### src/rtl/cpu_bus_serializer.sv
// CPU request serializer: address bytes, command byte, then write data or wait/read data, then a response pulse.
// Optional feature: define TIMEOUT_EN to end a read with rsp_err after WAIT_MAX wait cycles without bus_ack.
module cpu_bus_serializer #(
  parameter int ADDR_BYTES = 4,
  parameter int DATA_BYTES = 4,
  parameter int WAIT_MAX   = 15
) (
  input  logic                    clk,
  input  logic                    rst_n,
  input  logic                    req_valid,
  output logic                    req_ready,
  input  logic                    req_write,
  input  logic [8*ADDR_BYTES-1:0] req_addr,
  input  logic [8*DATA_BYTES-1:0] req_wdata,
  output logic                    rsp_valid,
  output logic [8*DATA_BYTES-1:0] rsp_rdata,
  output logic                    rsp_err,
  output logic [7:0]              bus_out,
  output logic                    bus_sync,
  output logic [7:0]              bus_dq_out,
  input  logic [7:0]              bus_dq_in,
  output logic [7:0]              bus_dq_oe,
  input  logic                    bus_ack
);

  typedef enum logic [2:0] {IDLE, ADDR, CMD, WDATA, WAIT, RDATA, RESP} state_e;

  localparam logic [1:0] A_LAST = 2'(ADDR_BYTES - 1);
  localparam logic [1:0] D_LAST = 2'(DATA_BYTES - 1);

  state_e                  state_q;
  logic [1:0]              idx_q;
  logic [8*ADDR_BYTES-1:0] addr_q;
  logic [8*DATA_BYTES-1:0] wdata_q, rdata_q, rsp_rdata_q;
  logic                    write_q, req_ready_q, rsp_valid_q, bus_sync_q;
  logic [7:0]              bus_out_q, dq_out_q, dq_oe_q;

  logic [1:0]              idx_inc;
  logic [7:0]              addr_nb, wdata_nb;
  logic [8*DATA_BYTES-1:0] rdata_d;

`ifdef TIMEOUT_EN
  localparam int WC_W = (WAIT_MAX < 2) ? 1 : $clog2(WAIT_MAX);
  logic [WC_W-1:0] wcnt_q;
  logic            rsp_err_q;
  assign rsp_err = rsp_err_q;
`else
  assign rsp_err = 1'b0;
`endif

  // Outputs are registered, so each transition loads the values for the byte about to go out.
  always_comb begin
    idx_inc  = idx_q + 2'd1;
    addr_nb  = 8'(addr_q >> {idx_inc, 3'b000});
    wdata_nb = 8'(wdata_q >> {idx_inc, 3'b000});
    rdata_d  = rdata_q;
    for (int b = 0; b < DATA_BYTES; b++)
      if (idx_q == 2'(b)) rdata_d[8*b +: 8] = bus_dq_in;
  end

  always_ff @(posedge clk or negedge rst_n) begin
    if (!rst_n) begin
      state_q     <= IDLE;
      idx_q       <= '0;
      addr_q      <= '0;
      wdata_q     <= '0;
      rdata_q     <= '0;
      write_q     <= 1'b0;
      req_ready_q <= 1'b1;
      rsp_valid_q <= 1'b0;
      rsp_rdata_q <= '0;
      bus_out_q   <= '0;
      bus_sync_q  <= 1'b0;
      dq_out_q    <= '0;
      dq_oe_q     <= '0;
`ifdef TIMEOUT_EN
      wcnt_q      <= '0;
      rsp_err_q   <= 1'b0;
`endif
    end else begin
      rsp_valid_q <= 1'b0;
      bus_sync_q  <= 1'b0;
      case (state_q)
        IDLE: if (req_valid && req_ready_q) begin
          addr_q      <= req_addr;
          wdata_q     <= req_wdata;
          write_q     <= req_write;
          idx_q       <= '0;
          state_q     <= ADDR;
          req_ready_q <= 1'b0;
          bus_out_q   <= req_addr[7:0];
          bus_sync_q  <= 1'b1;
        end
        ADDR: if (idx_q == A_LAST) begin
          state_q   <= CMD;
          idx_q     <= '0;
          bus_out_q <= {7'b0, write_q};
        end else begin
          idx_q     <= idx_inc;
          bus_out_q <= addr_nb;
        end
        CMD: begin
          idx_q     <= '0;
          bus_out_q <= '0;
          if (write_q) begin
            state_q  <= WDATA;
            dq_oe_q  <= 8'hFF;
            dq_out_q <= wdata_q[7:0];
          end else begin
            state_q  <= WAIT;
`ifdef TIMEOUT_EN
            wcnt_q   <= '0;
`endif
          end
        end
        WDATA: if (idx_q == D_LAST) begin
          state_q     <= RESP;
          idx_q       <= '0;
          dq_oe_q     <= '0;
          dq_out_q    <= '0;
          rsp_valid_q <= 1'b1;
`ifdef TIMEOUT_EN
          rsp_err_q   <= 1'b0;
`endif
        end else begin
          idx_q    <= idx_inc;
          dq_out_q <= wdata_nb;
        end
        WAIT: if (bus_ack) begin
          state_q <= RDATA;
          idx_q   <= '0;
        end
`ifdef TIMEOUT_EN
        else if (wcnt_q == WC_W'(WAIT_MAX - 1)) begin
          state_q     <= RESP;
          rsp_valid_q <= 1'b1;
          rsp_err_q   <= 1'b1;
          rsp_rdata_q <= '0;
        end else begin
          wcnt_q <= wcnt_q + 1'b1;
        end
`endif
        RDATA: begin
          rdata_q <= rdata_d;
          if (idx_q == D_LAST) begin
            state_q     <= RESP;
            idx_q       <= '0;
            rsp_valid_q <= 1'b1;
            rsp_rdata_q <= rdata_d;
`ifdef TIMEOUT_EN
            rsp_err_q   <= 1'b0;
`endif
          end else begin
            idx_q <= idx_inc;
          end
        end
        RESP: begin
          state_q     <= IDLE;
          idx_q       <= '0;
          req_ready_q <= 1'b1;
        end
        default: begin
          state_q     <= IDLE;
          idx_q       <= '0;
          req_ready_q <= 1'b1;
        end
      endcase
    end
  end

  assign req_ready  = req_ready_q;
  assign rsp_valid  = rsp_valid_q;
  assign rsp_rdata  = rsp_rdata_q;
  assign bus_out    = bus_out_q;
  assign bus_sync   = bus_sync_q;
  assign bus_dq_out = dq_out_q;
  assign bus_dq_oe  = dq_oe_q;

endmodule

### config.mk
export PLATFORM = sky130hd
export DESIGN_NAME = cpu_bus_serializer
export DESIGN_NICKNAME = d
export VERILOG_FILES = /design/src/rtl/cpu_bus_serializer.sv
export SDC_FILE = /design/constraint.sdc
export NUM_CORES = 1
export LEC_CHECK = 0
export ABC_AREA = 1
export CAP_MARGIN = 25
export CORE_MARGIN = 4
export CORE_UTILIZATION = 48
export CTS_BUF_LIST = sky130_fd_sc_hd__clkbuf_4
export CTS_CLUSTER_DIAMETER = 80
export DETAILED_ROUTE_END_ITERATION = 8
export PLACE_DENSITY = 0.78
export SLEW_MARGIN = 20
export SYNTH_ARGS = -nofsm -noshare
export SYNTH_HDL_FRONTEND = slang
export SYNTH_SLANG_ARGS = --single-unit
### constraint.sdc
create_clock -name clk -period 1.9 [get_ports clk]
set_input_delay 0.285 -clock clk [delete_from_list [all_inputs] [get_ports clk]]
set_output_delay 0.285 -clock clk [all_outputs]
set_load 0.03 [all_outputs]
# Word-level counts from Yosys, hierarchy flattened
# Index checks and enable logic that the tools add are counted.
# totals
register_bits	161
latch_bits	0
ramBits	0
romBits	0
elab_cells	76
n_memories	0
# classes
addsub	1
n_mul	0
n_div	0
magnitude_cmp	0
n_eq_ne	14
n_shift	2
n_mux	29
bitwise	1
n_reduce_logical	16
# ops
operator	count
$mux W8	10
$shr A32 B5 Y8	2
$pmux W8 S2	2
$pmux W8 S3	1
$mux W3	5
$pmux W3 S5	1
$reduce_and A2 Y1	6
$ne A2 B2 Y1 const B	5
$eq A3 B2 Y1 const B	2
$eq A3 B3 Y1 const B	2
$mux W2	3
$pmux W2 S3	1
$mux W1	5
$reduce_or A5 Y1	1
$eq A2 B2 Y1 const B	2
$reduce_and A4 Y1	1
$eq A3 B1 Y1 const B	1
$logic_not A3 Y1	1
$reduce_and A3 Y1	1
$reduce_bool A3 Y1	1
$reduce_or A3 Y1	1
$add A2 B1 Y2 const B	1
$eq A2 B1 Y1 const B	1
$logic_not A2 Y1	1
6 further kinds	6

# Longest topological paths before layout
# Gate-level depths: netlist (run 1).
# depth
ltp_word	4
ltp_mapped	10
mapped_depth_nobuf	8

# Worst setup path after synthesis (run 1)
# No wires, ideal clock.
# synth_timing
kind	register -> register
startpoint	register idx_q[0]
endpoint	register dq_out_q[5] (netlist: bus_dq_out[5])
setup_ns	0.077
arrival_ns	1.976
slack_ns	-0.153
path_stages_with_launch	10
path_buffers	3
path_cell_list	dfrtp_1 > clkinv_1 > clkbuf_1 > ha_1 > buf_2 > clkbuf_1 > o21ai_0 > o21ai_0 > nand2_1 > a21oi_1
# synth_via
elab_chain_cells	4
word_cells_on_any_way	5
cone_classes	add/sub (1); eq/ne (1); shift (1); mux (2)
# synth_lines
element	line	source
from (decl)	32	logic [1:0] idx_q;
from (signal assigned)	99	idx_q <= idx_inc;
from (signal assigned)	126	idx_q <= idx_inc;
from (signal assigned)	154	idx_q <= idx_inc;
$add A2 B1 Y2	53	idx_inc = idx_q + 2'd1;
$shr A32 B5 Y8	55	wdata_nb = 8'(wdata_q >> {idx_inc, 3'b000});
$mux W8 (*)	116	WDATA: if (idx_q == D_LAST) begin
$pmux W8 S2 (*)	83	case (state_q)
to (signal assigned)	108	dq_out_q <= wdata_q[7:0];
to (signal assigned)	127	dq_out_q <= wdata_nb;
to (decl)	36	logic [7:0] bus_out_q, dq_out_q, dq_oe_q;
# Mark *: on every way between the ends. The rest lies on a longest branch, timed or not.
# A chain may end at the register's enable or synchronous reset.

# Worst setup path in the final report (run 1)
# layout_timing
startpoint	register req_ready_q (netlist: req_ready)
endpoint	output port req_ready
# layout_rtl
element	line	source
from (decl)	35	logic write_q, req_ready_q, rsp_valid_q, bus_sync_q;
from (signal assigned)	69	req_ready_q <= 1'b1;
from (signal assigned)	90	req_ready_q <= 1'b0;
from (signal assigned)	160	req_ready_q <= 1'b1;
to (decl)	11	output logic req_ready,
# No word-level cell between the ends.

==> impl_results.md, run 1 <==
- Maxcap violations: 0
- Layout Utilization: 60.8%
- I/O Buffers: 135
- Post-Synth Simple-Gate Area: 21.3%
- Total CTS buffers: 17
- Post-synthesis sequential area ratio: 53.9%
- Switch Pwr: 0.00630 W
- CORE AREA: 13900 sq um
- Final wirelength: 15.4 mm
- Max rail drop VDD: 0.000700 V
- CP max stage cell: dfstp_2
- DIE AREA: 16100 sq um
- Sequential share of power: 38.1%
- Post-synthesis xor/xnor area fraction: 0%
- Syn nets: 936
- CP endpoint kind: output port
- Hold Slack: 0.220 ns
- Synth area leader: dfrtp_1
- Worst reg2reg setup slack: 0.22 ns
- Pwr/cell area: 1630 nW/um^2
- Syn Inst Count: 854
- Diode count: 0
- DR WL/cell: 13.1 um
- Post-Syn Area per Cell: 7.94 sq um
- Sw Share: 45.7%
- Initial Util: 48.9%
- Crit path cell chain: dlygate4sd2_1
- IO Count: 137
- Fmax: 555 MHz
- Worst Path Buf+Inv: 1
- H-tree depth: 4
- Ranking of synthesized cells by area: dfrtp_1 (54%), nand2_1 (16%), o21ai_0 (10%)
- Final Max Slew Viols: 0
- Combinational family with the most area after synthesis: simple AND/OR/NAND/NOR gates
- Clock-pin slew on the worst setup and hold paths: 0.12 ns
- Synth Flop Type: dfrtp_1
- Clock Path Buffers: 2
- CP max FO: 3
- Combinational fraction of design power: 50.2%
- TritonRoute pass-1 iters: 5
- Flops & latches, synth: 146
- Critical Path AT: 1.52 ns
- RR Startpoint: idx_q[1]$_DFFE_PN0P_
- Area added between synthesis and finish: 24.5%
- Vias: 5697
- Place WS: 0.117 ns
- Setup CP Type: flip-flop to output port
- Die Y: 127 um
- Post-synth EDFFs: 0
- Vias in the first global route: 5556
- Synthesized area: 6780 sq um
- Drt drc: 0
- Yosys cell types: 25
- Initial antenna violation count: 0
- RR Endpoint: bus_out[4]$_DFFE_PN0P_
- Mux cell area share after synthesis: 0%
- Crit path depth: 1
- Critical path endpoint: req_ready
- Int Pwr: 0.00747 W
- Worst R2R Path Depth: 8
- Die X: 127 um
- Fill cell total of the finished layout: 1231
- Gpl congestion: 0.890
- Critical path origin: req_ready$_DFFE_PN1P_
- Antenna-violating nets left: 0
- Total gr overflow: 0
- Share of cells above drive strength 1: 6.04%
- Root Buffer Master: clkbuf_4
- Initial drt markers: 502
- Pleak: 4.13 nW
- TritonCTS clock tree: done
- HP Class: primary input to async pin
- Final WS setup: 0.0987 ns
- CP top delay family: flip-flops
- Final Hold Viols: 0
- Synth async-reset ratio: 100%
- Most numerous cell in the Yosys netlist: nand2_1
- WP data required: 1.62 ns
- Min Tclk post-route: 1.80 ns
- Max stage delay on crit path: 0.56 ns
- Unrepaired setup endpoints after global routing: false
- Crit path launch type: flip-flop
- Tcrit/Tclk final: 94.8%
- Clk_skew: 0.0135 ns
- Clock power share: 11.7%
- Final HPWL DP: 11.1 mm
- Compound-Gate Fraction of Synth Area: 13.1%
- Power, Total: 0.0138 W
- Rows: 43
- Setup TNS: 0 ns
- Synth Area in Adders: 0.923%
- Status: finished, final reports clean
- Clk Latency, worst-skew pair: 0.54 ns
- Synth warn: 0
- Total track usage: 20.0%
- Largest net degree at the start of global routing: 84
- Synth top area share: 53.5%
- Final #Nets: 1062
- Post-synth top cells: nand2_1 (286), dfrtp_1 (145), o21ai_0 (136), inv_1 (108), nor2_1 (50)
- Via/cell ratio: 4.86
- First-pass GRT wire length: 26.2 mm
- Setup violations, final: 0
- Clk sink count: 146
[worst min path at each step]
| stage | endpoint | slack [ns] | cells past startpoint |
|---|---|---|---|
| floorplan | addr_q[0]$_DFFE_PN0P_ | -0.01 | 0 |
| global placement | rsp_rdata[26]$_DFFE_PN0P_ | 0.24 | 1 |
| detailed placement | rsp_rdata[22]$_DFFE_PN0P_ | 0.24 | 1 |
| CTS | rsp_rdata[22]$_DFFE_PN0P_ | 0.21 | 2 |
| global route | rsp_rdata[26]$_DFFE_PN0P_ | 0.22 | 2 |
| finish | rsp_rdata[26]$_DFFE_PN0P_ | 0.22 | 2 |
[per-layer routing]
| layer | GRT usage, % | share of wire, % |
|---|---|---|
| met5 | 0 | 0 |
| met4 | 8.20 | 2.8 |
| met3 | 4.93 | 6.4 |
| met1 | 27.7 | 45 |
| met2 | 30.4 | 45 |
[metrics by stage]
stage / cells / instance area [sq um]
after floorplan: 854 / 6790
after global placement: 1140 / 8260
after detailed placement: 1140 / 8260
after CTS: 1173 / 8420
after global routing: 1173 / 8450
final: 1173 / 8450
[flip-flops by register name, indices dropped and copies added (netlist names)]
register,flops
addr_q,32
rsp_rdata,32
wdata_q,32
rdata_q,24
bus_dq_out,8
bus_out,8
state_q,3
idx_q,2
bus_dq_oe,1
bus_sync,1
req_ready,1
rsp_valid,1
write_q,1
[final cells by class]
class                           count  area [sq um]  area share, %
Inverter                          111           418           4.95
Multi-Input combinational cell    548          2400           28.4
Clock inverter                      9          41.3          0.489
Sequential cell                   146          3660           43.3
Clock buffer                       23           173           2.04
Timing Repair Buffer              156          1530           18.1
Tap cell                          180           225           2.67
[layout by cell type (no fill, tap or decap), types with 2 or more instances in the layout]
cell type and count:
dlygate4sd2_1 51, buf_4 15, nand2_1 286, ha_1 5
dfrtp_1 144, nor2_1 49, nand3_1 24, a21oi_1 34
nand2_2 2, inv_2 2, clkinv_2 4, o21ai_1 3
nor3_4 2, inv_1 108, buf_12 5, o21ai_0 136
clkbuf_4 23, clkdlybuf4s50_1 75, dlymetal6s2s_1 8, clkinv_1 5
[power by group through the flow]
stage	Clock (W)	Combinational [W]	Sequential, W
global route	0.00180	0.00780	0.00543
floorplan	0	0.00401	0.00619
detailed placement	0	0.00728	0.00535
global placement	0	0.00714	0.00528
finish	0.00161	0.00691	0.00525
CTS	0.00166	0.00697	0.00526
[logic make-up (layout without fill, tap and decap cells)]
family	Yosys count	count (layout)
AO/OA/AOI/OAI	176	176
adder cells (fa/ha/maj)	5	5
buffers and inverters	160	299
flip-flops	146	146
other	1	1
AND/OR/NAND/NOR	366	366
[timing repair]
item | CTS | global route
gates resized for setup | 51 | 9
hold buffers | 1 | 0
endpoints found under the hold margin | 71 | 0
setup endpoints to repair | 51 | 11
setup buffers | 0 | 0
Note: power is estimated with default switching activity, not from simulation.
==> inputs of run 2 (changes only) <==
- CORE_UTILIZATION: 48 -> 57
- PLACE_DENSITY: 0.78 -> 0.87
- clock period: 1.9 -> 2.09 ns (I/O delays scaled with it)
==> impl_results.md, run 2 (synthesized netlist as in run 1, its figures left out) <==
- Status: finished, final reports clean
- Total gr overflow: 0
- Place WS: 0.224 ns
- Die Y: 117 um
- Area added between synthesis and finish: 24.9%
- Initial Util: 58.9%
- Share of cells above drive strength 1: 5.66%
- Pwr/cell area: 1550 nW/um^2
- DR WL/cell: 14.0 um
- Worst Path Buf+Inv: 1
- Clk Latency, worst-skew pair: 0.50 ns
- Setup violations, final: 0
- WP data required: 1.78 ns
- Tcrit/Tclk final: 91.6%
- Largest net degree at the start of global routing: 65
- H-tree depth: 4
- Unrepaired setup endpoints after global routing: false
- IO Count: 137
- Sequential share of power: 36.6%
- Min Tclk post-route: 1.91 ns
- Initial drt markers: 551
- Clk_skew: 0.0199 ns
- Total CTS buffers: 17
- TritonCTS clock tree: done
- Setup CP Type: flip-flop to output port
- CP endpoint kind: output port
- Crit path cell chain: clkdlybuf4s50_1
- Via/cell ratio: 5.23
- CP top delay family: buffers and inverters
- Diode count: 0
- Drt drc: 0
- Maxcap violations: 0
- Final #Nets: 1058
- CP max stage cell: clkdlybuf4s50_1
- Gpl congestion: 0.906
- CP max FO: 2
- Clk sink count: 146
- Clock Path Buffers: 2
- Vias: 5923
- Antenna-violating nets left: 0
- Most frequent cells in the layout: nand2_1 (286), dfrtp_1 (145), o21ai_0 (136), clkdlybuf4s50_1 (125), inv_1 (108)
- Max stage delay on crit path: 0.70 ns
- Fill cell total of the finished layout: 878
- Worst slew pin tran: 0.517 ns
- Most common cell after layout, fill and taps aside: nand2_1
- Layout Utilization: 73.5%
- Final Hold Viols: 0
- Worst reg2reg setup slack: 0.28 ns
- Initial antenna violation count: 0
- Combinational fraction of design power: 50.0%
- Clock-pin slew on the worst setup and hold paths: 0.13 ns
- Rows: 39
- Placed cells: 1099
- TritonRoute pass-1 iters: 6
- Total track usage: 24.2%
- Pleak: 4.09 nW
- Power, Total: 0.0132 W
- Slew HR: 65.5%
- Final Max Slew Viols: 0
- Sw Share: 44.9%
- Switch Pwr: 0.00591 W
- Clock power share: 13.3%
- Final HPWL DP: 11.5 mm
- Post-route insts no fill: 1132
- Crit path launch type: flip-flop
- DIE AREA: 13700 sq um
- Setup TNS: 0 ns
- Die X: 117 um
- Critical Path AT: 1.60 ns
- Final wirelength: 15.8 mm
- First-pass GRT wire length: 26.3 mm
- Fmax: 523 MHz
- Final WS setup: 0.176 ns
- CORE AREA: 11500 sq um
- HP Class: primary input to async pin
- I/O Buffers: 135
- Max rail drop VDD: 0.000654 V
- Root Buffer Master: clkbuf_4
- Vias in the first global route: 5596
- Int Pwr: 0.00725 W
run 2: cell count changes in the layout (fill, tap and decap cells not counted), moves of 3 or more:
cell / change
clkbuf_4: -6
clkinv_4: +3
clkdlybuf4s50_1: +50
dlygate4sd2_1: -49
clkinv_2: -4
inv_6: +4
run 2: worst paths after layout:
check	startpoint	endpoint	depth (start not counted)
worst max register to register	idx_q[0]$_DFFE_PN0P_	rsp_rdata[17]$_DFFE_PN0P_	6
worst min-delay path	rst_n	rsp_rdata[28]$_DFFE_PN0P_	2
worst max-delay path	bus_out[2]$_DFFE_PN0P_	bus_out[2]	1
min in group clk	req_wdata[28]	wdata_q[28]$_DFFE_PN0P_	3
max in group asynchronous	rst_n	rsp_rdata[2]$_DFFE_PN0P_	3
worst min register to register	wdata_q[29]$_DFFE_PN0P_	wdata_q[29]$_DFFE_PN0P_	2
run 2: stage by stage:
stage,hold slack [ns],cell area [sq um]
2_1_floorplan,0.0179,6780
3_3_place_gp,0.248,8160
3_5_place_dp,0.250,8160
4_1_cts,0.247,8450
5_1_grt,0.261,8470
6_report,0.269,8470
run 2: metal layers:
metal	GRT usage, %	vias to the layer above	wire, um
li1	-	2885	-
met1	33.1	2771	6850
met2	39.4	231	7690
met3	4.73	36	947
met4	7.95	0	323
met5	0	-	0
run 2: repair_timing:
action	CTS	global route
buffers inserted	0	0
gates resized for setup	2	7
pin swaps	0	0
hold endpoints to repair	35	0
setup endpoints to repair	5	7
hold buffers	1	0
run 2: cell type report:
cell class                      instances  area [sq um]  share of cell area (%)
Inverter                              111           417                    4.92
Timing Repair Buffer                  152          1540                    18.1
Clock inverter                         15           155                    1.83
Tap cell                              143           179                    2.11
Multi-Input combinational cell        548          2400                    28.3
Clock buffer                           17           128                    1.51
Sequential cell                       146          3650                    43.2
run 2: power by group through the flow:
stage	Combinational, W	Sequential (W)	Clock, W
after floorplan	0.00364	0.00562	0
after global placement	0.00638	0.00482	0
after detailed placement	0.00657	0.00489	0
after CTS	0.00662	0.00482	0.00179
after global routing	0.00737	0.00497	0.00191
final	0.00659	0.00482	0.00176
